==> src/rtl/pm_traceback_pkg.sv <==
// Shared types and helpers for the Viterbi traceback stage (K=3, four trellis states).
package pm_traceback_pkg;

    localparam int NUM_STATES = 4;

    typedef enum logic [1:0] {
        COLLECT = 2'd0,
        TRACE   = 2'd1,
        EMIT    = 2'd2
    } pm_state_t;

    // Newest input bit sits in s[1]; the survivor decision supplies the bit shifted out.
    function automatic logic [1:0] pred(input logic [1:0] s, input logic d);
        return {s[0], d};
    endfunction

endpackage

==> src/rtl/pm_traceback_store.sv <==
// Survivor decision store: one bit per (trellis step, state), written per beat, read asynchronously.
module pm_tb_store
    import pm_traceback_pkg::*;
#(
    parameter int MAX_STEPS = 32,
    parameter int KW        = $clog2(MAX_STEPS)
)
(
    input  logic          PM_clk,
    input  logic          PM_rst,
    input  logic          i_wrEn,
    input  logic [KW-1:0] i_wrStep,
    input  logic [1:0]    i_wrState,
    input  logic          i_wrDec,
    input  logic [KW-1:0] i_rdStep,
    input  logic [1:0]    i_rdState,
    output logic          o_rdDec
);

    logic [NUM_STATES-1:0] r_surv [MAX_STEPS];

    always_ff @(posedge PM_clk or negedge PM_rst) begin
        if (!PM_rst) begin
            for (int i = 0; i < MAX_STEPS; i++) begin
                r_surv[i] <= '0;
            end
        end else if (i_wrEn) begin
            r_surv[i_wrStep][i_wrState] <= i_wrDec;
        end
    end

    assign o_rdDec = r_surv[i_rdStep][i_rdState];

endmodule

==> src/rtl/pm_traceback.sv <==
// Viterbi traceback: collects one frame of survivor decisions, traces back from state 0,
// and streams the decoded bits (tail removed) in forward order over valid/ready.
module pm_traceback
    import pm_traceback_pkg::*;
#(
    parameter int MAX_STEPS = 32,
    parameter int TAIL      = 2
)
(
    input  logic       PM_clk,
    input  logic       PM_rst,
    input  logic       in_valid,
    input  logic       dec_in,
    input  logic [1:0] addr_in,
    input  logic       term_in,
    input  logic [2:0] data_id_in,
    output logic       bit_out,
    output logic       bit_valid,
    input  logic       bit_ready,
    output logic       bit_last,
    output logic [2:0] data_id_out,
    output logic       busy,
    output logic       drop_err,
    output logic       ovf_err
);

    localparam int KW = $clog2(MAX_STEPS);
    localparam int NW = $clog2(MAX_STEPS + 1);

    pm_state_t            r_state;
    pm_state_t            w_nextState;
    logic [KW-1:0]        r_step;
    logic [KW-1:0]        r_k;
    logic [KW-1:0]        r_j;
    logic [NW-1:0]        r_n;
    logic [1:0]           r_s;
    logic [MAX_STEPS-1:0] r_obuf;
    logic [2:0]           r_dataId;
    logic                 r_frameOpen;
    logic                 r_dropErr;
    logic                 r_ovfErr;

    logic                 w_beat;
    logic                 w_stepDone;
    logic                 w_atLimit;
    logic                 w_frameEnd;
    logic                 w_traceDone;
    logic                 w_emitFire;
    logic                 w_emitDone;
    logic                 w_survDec;
    logic [NW-1:0]        w_stepCount;
    logic [NW-1:0]        w_lastIdx;

    assign w_beat      = in_valid && (r_state == COLLECT);
    assign w_stepDone  = w_beat && (addr_in == 2'd3);
    assign w_stepCount = NW'(r_step) + NW'(1);
    assign w_atLimit   = (w_stepCount == NW'(MAX_STEPS));
    assign w_frameEnd  = w_stepDone && (term_in || w_atLimit);
    assign w_traceDone = (r_state == TRACE) && (r_k == '0);
    assign w_lastIdx   = r_n - NW'(TAIL + 1);
    assign w_emitFire  = (r_state == EMIT) && bit_ready;
    assign w_emitDone  = w_emitFire && (NW'(r_j) == w_lastIdx);

    pm_tb_store #(
        .MAX_STEPS (MAX_STEPS),
        .KW        (KW)
    ) u_store (
        .PM_clk    (PM_clk),
        .PM_rst    (PM_rst),
        .i_wrEn    (w_beat),
        .i_wrStep  (r_step),
        .i_wrState (addr_in),
        .i_wrDec   (dec_in),
        .i_rdStep  (r_k),
        .i_rdState (r_s),
        .o_rdDec   (w_survDec)
    );

    always_ff @(posedge PM_clk or negedge PM_rst) begin
        if (!PM_rst) begin
            r_state <= COLLECT;
        end else begin
            r_state <= w_nextState;
        end
    end

    // Frames of TAIL steps or fewer carry no payload, so EMIT is skipped for them.
    always_comb begin
        w_nextState = r_state;
        unique case (r_state)
            COLLECT: if (w_frameEnd)  w_nextState = TRACE;
            TRACE:   if (w_traceDone) w_nextState = (r_n > NW'(TAIL)) ? EMIT : COLLECT;
            EMIT:    if (w_emitDone)  w_nextState = COLLECT;
            default:                  w_nextState = COLLECT;
        endcase
    end

    always_comb begin
        busy        = (r_state != COLLECT);
        bit_valid   = (r_state == EMIT);
        bit_out     = (r_state == EMIT) && r_obuf[r_j];
        bit_last    = (r_state == EMIT) && (NW'(r_j) == w_lastIdx);
        data_id_out = r_dataId;
        drop_err    = r_dropErr;
        ovf_err     = r_ovfErr;
    end

    // Step counter and frame tag are rearmed at frame end; the tag output holds until the next frame's first beat.
    always_ff @(posedge PM_clk or negedge PM_rst) begin
        if (!PM_rst) begin
            r_step      <= '0;
            r_k         <= '0;
            r_j         <= '0;
            r_n         <= '0;
            r_s         <= '0;
            r_obuf      <= '0;
            r_dataId    <= '0;
            r_frameOpen <= 1'b0;
            r_dropErr   <= 1'b0;
            r_ovfErr    <= 1'b0;
        end else begin
            r_dropErr <= in_valid && (r_state != COLLECT);
            r_ovfErr  <= w_frameEnd && !term_in;
            unique case (r_state)
                COLLECT: begin
                    if (w_beat && !r_frameOpen) begin
                        r_dataId    <= data_id_in;
                        r_frameOpen <= 1'b1;
                    end
                    if (w_frameEnd) begin
                        r_n         <= w_stepCount;
                        r_k         <= r_step;
                        r_s         <= '0;
                        r_j         <= '0;
                        r_step      <= '0;
                        r_frameOpen <= 1'b0;
                    end else if (w_stepDone) begin
                        r_step <= r_step + KW'(1);
                    end
                end
                TRACE: begin
                    r_obuf[r_k] <= r_s[1];
                    r_s         <= pred(r_s, w_survDec);
                    r_k         <= r_k - KW'(1);
                end
                EMIT: begin
                    if (w_emitFire) begin
                        r_j <= r_j + KW'(1);
                    end
                end
                default: begin
                end
            endcase
        end
    end

endmodule
==> config.mk <==
export PLATFORM = sky130hd
export DESIGN_NAME = pm_traceback
export DESIGN_NICKNAME = d
export VERILOG_FILES = /design/src/rtl/pm_traceback_pkg.sv /design/src/rtl/pm_traceback_store.sv /design/src/rtl/pm_traceback.sv
export SDC_FILE = /design/constraint.sdc
export NUM_CORES = 1
export LEC_CHECK = 0
export CAP_MARGIN = 25
export CORE_UTILIZATION = 55
export DETAILED_ROUTE_END_ITERATION = 12
export DONT_BUFFER_PORTS = 1
export GPL_ROUTABILITY_DRIVEN = 0
export PLACE_DENSITY = 0.77
export SYNTH_ARGS = -nofsm -noshare
export SYNTH_HDL_FRONTEND = slang
export SYNTH_SLANG_ARGS = --single-unit
==> constraint.sdc <==
create_clock -name PM_clk -period 2.8 [get_ports PM_clk]
set_input_delay 0.56 -clock PM_clk [delete_from_list [all_inputs] [get_ports PM_clk]]
set_output_delay 0.56 -clock PM_clk [all_outputs]
set_load 0.02 [all_outputs]
After elaboration in Yosys (flattened, before gate mapping)
Cells that the tools add are included.

storage, ports and cells
  register bits = 191
  input bits = 11
  output and inout port bits = 9
  memories kept = 0
  RAM bits = 0
  memory bits (read-only) = 0
  bits in latches = 0

operators by class
  bitwise gates (word level) = 2
  order comparisons = 10
  reduce and logical (&&, ||, !) cells = 31
  equal/unequal tests = 9
  shift-type cells = 0
  mux-type cells = 31
  add/subtract/negate cells = 5
  div/mod/pow operators = 0
  $mul = 0

operators with widths
  cell                                                                              number
  128-bit bitwise mux                                                               1
  32-bit bitwise mux                                                                1
  5-bit 2-to-1 mux                                                                  5
  4-bit binary-select mux with 5-bit select                                         1
  4-bit demux with 5-bit select                                                     1
  5-bit one-hot mux with 2 select lines                                             2
  1-bit logical AND                                                                 14
  6-bit >= comparator (second input constant)                                       2
  5-bit by 6-bit less-than comparator with 1-bit output (second input constant)     2
  4-bit 2-to-1 mux                                                                  3
  5-bit NOT with 6-bit output                                                       2
  5-bit by 1-bit adder with 5-bit output (second input constant)                    2
  2-bit 2-to-1 mux                                                                  5
  2-bit AND reduction                                                               5
  2-bit nonzero test                                                                5
  5-bit by 1-bit adder with 6-bit output (second input constant)                    1
  5-bit by 6-bit equality test with 1-bit output                                    1
  6-bit equality test (second input constant)                                       1
  6-bit by 2-bit greater-than comparator with 1-bit output (second input constant)  1
  2-bit by 3-bit less-than comparator with 1-bit output (second input constant)     2
  6-bit by 1-bit less-than comparator with 1-bit output (second input constant)     1
  1-bit 2-to-1 mux                                                                  6
  2-bit one-hot mux with 3 select lines                                             1
  3-bit AND reduction                                                               2
  other kinds (17)                                                                  21

Logic depth before layout (Yosys ltp)
  word-level depth = 7
  mapped depth = 8
  depth with buffers taken out = 7

By module
A second synthesis with hierarchy kept.

unflattened totals
  cells, all modules = 873
  area, all modules = 10053.4 um^2

by module, submodules not included
  module        area each (um^2)  instances  seq. area each (um^2)  cells each
  pm_tb_store   6656.4            1          3203.1                 558
  pm_traceback  3397.0            1          1576.5                 315

Least setup slack after synthesis
No wires, ideal clock.

  kind = register to output
  start = register r_j[0]
  end = output port bit_out
  required time = 2.240 ns
  stages on the path, launching flop included = 6
  data arrival time = 1.770 ns
  path slack = 0.470 ns
  path through = dfrtp_1 buf_2 mux4_2 mux2i_1 mux4_2 nor2_1

on the way
  word-level cells in the longest chain between the ends = 3

ends and longest elaborated chain
  element                                    line                 RTL
  start, declared                            pm_traceback.sv:34   logic [KW-1:0] r_j;
  start signal, assigned                     pm_traceback.sv:148  r_j <= r_j + KW'(1);
  1-bit binary-select mux with 5-bit select  pm_traceback.sv:101  bit_out = (r_state == EMIT) && r_obuf[r_j];
  1-bit 2-to-1 mux (implied by the code)     pm_traceback.sv:101
  1-bit logical AND                          pm_traceback.sv:101
  end, declared                              pm_traceback.sv:17   output logic bit_out,

Every way passes these cells. The select of a mux whose other input is x is not followed.

Worst setup path in the final report
Ends and elaborated chain as after synthesis.

==> impl_metrics.csv <==
group,metric,value,unit
synthesis,syn-num-nets,1025,
floorplanning,initial_core_util,56.0,%
clock_tree,cts_buffer_depth,2,
global_route,grt_overflow,0,
synthesis,yosys_warnings,0,
synthesis,synth_flop_cell,"dfrtp_1",
clock_tree,clkTransAtPathRegs,0.07,ns
timing,worst_hold_slack,-0.184,ns
cells_and_area,drive_above_1_share,21.7,%
worst_setup_path,timing.critical_path.arrival,2.13,ns
clock_tree,cts.sinks,191,
synthesis,avgSynthCellArea,10.0,um2
pwr,swShare,36.2,%
timing,slew_violations,0,
worst_setup_path,cp-end-kind,"output pin",
clock_tree,post_cts_buffers,0,
pwr,ir_drop,759,uV
synthesis,synth_top_area_cell,"dfrtp_1",
synthesis,yosysUniqueCellTypes,50,
timing,fmax,0.371,GHz
drt,wl,26.9,mm
global_route,grt_pass1_wl,43.7,mm
floorplanning,num_rows,49,
pwr,switchingPower,3.20,mW
pwr,power_density,804,nW/um2
cells_and_area,layout.nets,1008,
timing,finalHoldViolCount,191,
timing,tightest_slew,0.917,ns
cells_and_area,fillers,1409,
clock_tree,cts_tree,"yes",
drt,drt_iter0_markers,903,
cells_and_area,syn_to_final_growth,9.29,%
worst_setup_path,max_stage_delay,0.58,ns
pwr,power_frac_clock,28.3,%
cells_and_area,ff_latch_area,4790,um2
worst_setup_path,cp_cell_sequence,"mux4_2 > mux2i_1 > mux4_2 > nor2_4",
global_route,grt_max_degree,192,
worst_setup_path,worst_path_most_repeated_cell,"mux4_2",
status,status,"finished with violations",
worst_setup_path,crit_buf_inv,0,
worst_setup_path,cp-start-kind,"flip-flop",
placement,dp_hpwl,17.3,mm
worst_setup_path,worstSetupPathType,"flip-flop to output pin",
synthesis,syn_inst,1002,
worst_setup_path,crit_path_max_fanout,13,
floorplanning,die_w,137,um
timing,period_minus_slack,2.69,ns
clock_tree,cts_made_buffers,17,
drt,wl_per_cell,21.9,um
cells_and_area,layout_commonest_cell,"dfrtp_1",
pwr,seq_power_share,41.8,%
worst_setup_path,crit_start,"r_j[0]",
status,violations,"negative hold slack",
global_route,grt_usage,31.0,%
clock_tree,clk_latency,0.44,ns
cells_and_area,final_cell_mix,"dfrtp_1, nand2_1, mux2_2, nand3_1, nor2_1",
global_route,antenna_found_initial,0,
drt,dr.pass1.iters,5,
worst_setup_path,cp_top_family,"multiplexers",
timing,setup_tns,0,ns
floorplanning,die_area,18800,um2
synthesis,syn_area,10100,um2
worst_setup_path,required,2.24,ns
pwr,pwr-share-comb,29.9,%
pwr,power.internal,5.64,mW
timing,layout_worst_path_cycle_share,96.2,%
drt,vias_per_cell,6.56,
synthesis,synth.top_cell.area_share,47.5,%
timing,max-slew-margin-rel,38.8,%
floorplanning,die_height,137,um
placement,place.port_buffers,0,
synthesis,ys_seq_elements,191,
cells_and_area,multi_input_area,4970,um2
synthesis,synthTopCellsByArea,"dfrtp_1, mux2_2, mux4_2",
floorplanning,ios,20,
timing,setup_viol,0,
synthesis,synth-edff-count,0,
hold_path,worstHoldPathType,"input pin to async pin",
pwr,total_leakage_power,5.08,nW
floorplanning,core_area,18000,um2
cells_and_area,antenna_cells,0,
timing,clock_skew,0.0102,ns
clock_tree,cts_htree_levels,4,
drt,num_vias,8049,
clock_tree,cts_root_buf,"clkbuf_16",
synthesis,async_reset_ff_share,100,%
drt,drt_drc_violations_left,0,
worst_setup_path,cp_slowest_cell,"dfrtp_4",
timing,rsz0062_at_grt,"no",
global_route,grt_pass1_vias,8014,
synthesis,seq_area_frac_synth,47.5,%
drt,ant_nets,0,
job,drv_cap,0,
worst_setup_path,crit-reg2reg-launch,"r_k[0]",
-- state kept, by name, indices dropped and copies added, names as in the netlist --
register / cells
r_obuf: 32
r_j: 5
r_state: 2
ovf_err: 1
u_store.r_surv: 128
r_s: 2
data_id_out: 3
r_k: 5
drop_err: 1
r_step: 5
r_n: 6
r_frameOpen: 1
-- cells in the mapped netlist, drive strengths merged, types with 2 or more instances --
master	instances
a31oi	6
ha	12
nor3	9
nor2b	10
dfrtp	191
inv	10
o221ai	3
nand3b	4
nor4b	2
o31ai	3
and3	2
o211ai	4
mux2i	27
xnor2	3
a21o	2
mux4	28
and2	4
a22oi	3
a21oi	13
or2	3
nor3b	5
o22ai	4
buf	18
xor2	8
a211oi	2
o21ai	82
mux2	105
a311oi	3
nor2	92
nand4	6
nand2	153
nand2b	14
clkbuf	57
nand3	101
-- per-layer routing --
metal,GRT usage [%],up-vias,share of wire (%)
li1,-,3482,-
met1,40.7,3991,40
met2,49.0,482,47
met3,7.32,94,9.4
met4,13.9,0,3.5
met5,0,-,0
-- worst paths after layout --
path,endpoint,slack (ns),cells past startpoint
setup / recovery,bit_out,0.11,4
hold / removal,ovf_err,-0.18,0
setup reg to reg,r_obuf[12],0.39,6
hold reg to reg,u_store.r_surv[69],0.50,1
max in group asynchronous,u_store.r_surv[21],2.73,0
min in group PM_clk,ovf_err,0.19,1
-- stage by stage --
stage / instances / utilization [%] / setup slack (ns) / area [um2] / power [mW]
detailed placement: 1195 / 57.7 / 0.273 / 10400 / 6.26
finish: 1227 / 61.2 / 0.107 / 11000 / 8.84
global placement: 1195 / 57.7 / 0.320 / 10400 / 6.17
floorplan: 1002 / - / 0.470 / 10100 / 5.40
CTS: 1227 / 61.1 / 0.0640 / 11000 / 8.75
global route: 1227 / 61.2 / 0.00419 / 11000 / 9.19
-- area by class of cell --
type | instances | share of cell area, %
flip-flops and latches | 191 | 43.6
clock inverters | 15 | 1.53
well taps | 229 | 2.61
inverters | 10 | 0.342
repair buffers | 39 | 2.89
clock buffers | 17 | 3.87
multi-input cells | 726 | 45.2
-- power groups by stage --
| stage | logic (mW) | clock network (mW) | registers [mW] |
|---|---|---|---|
| 3_5_place_dp | 2.54 | 0 | 3.72 |
| 5_1_grt | 2.81 | 2.64 | 3.75 |
| 4_1_cts | 2.56 | 2.52 | 3.67 |
| 2_1_floorplan | 2.00 | 0 | 3.40 |
| 6_report | 2.64 | 2.50 | 3.69 |
| 3_3_place_gp | 2.48 | 0 | 3.69 |
-- what timing repair did --
item | 4_1_cts | 5_1_grt
resized for setup | 3 | 7
endpoints found under the hold margin | 191 | 191
pin swaps | 0 | 1
setup endpoints to repair | 1 | 2
-- cells by family after synthesis --
kind of cell,Yosys count,synth area share (%)
compound gates,133,7.63
xor+xnor,11,0.958
fa+ha+maj,12,1.49
buf+inv,85,3.38
flops,191,47.5
mux,160,20.7
simple gates,410,18.3
No activity file was read; power rests on OpenSTA's default activity.
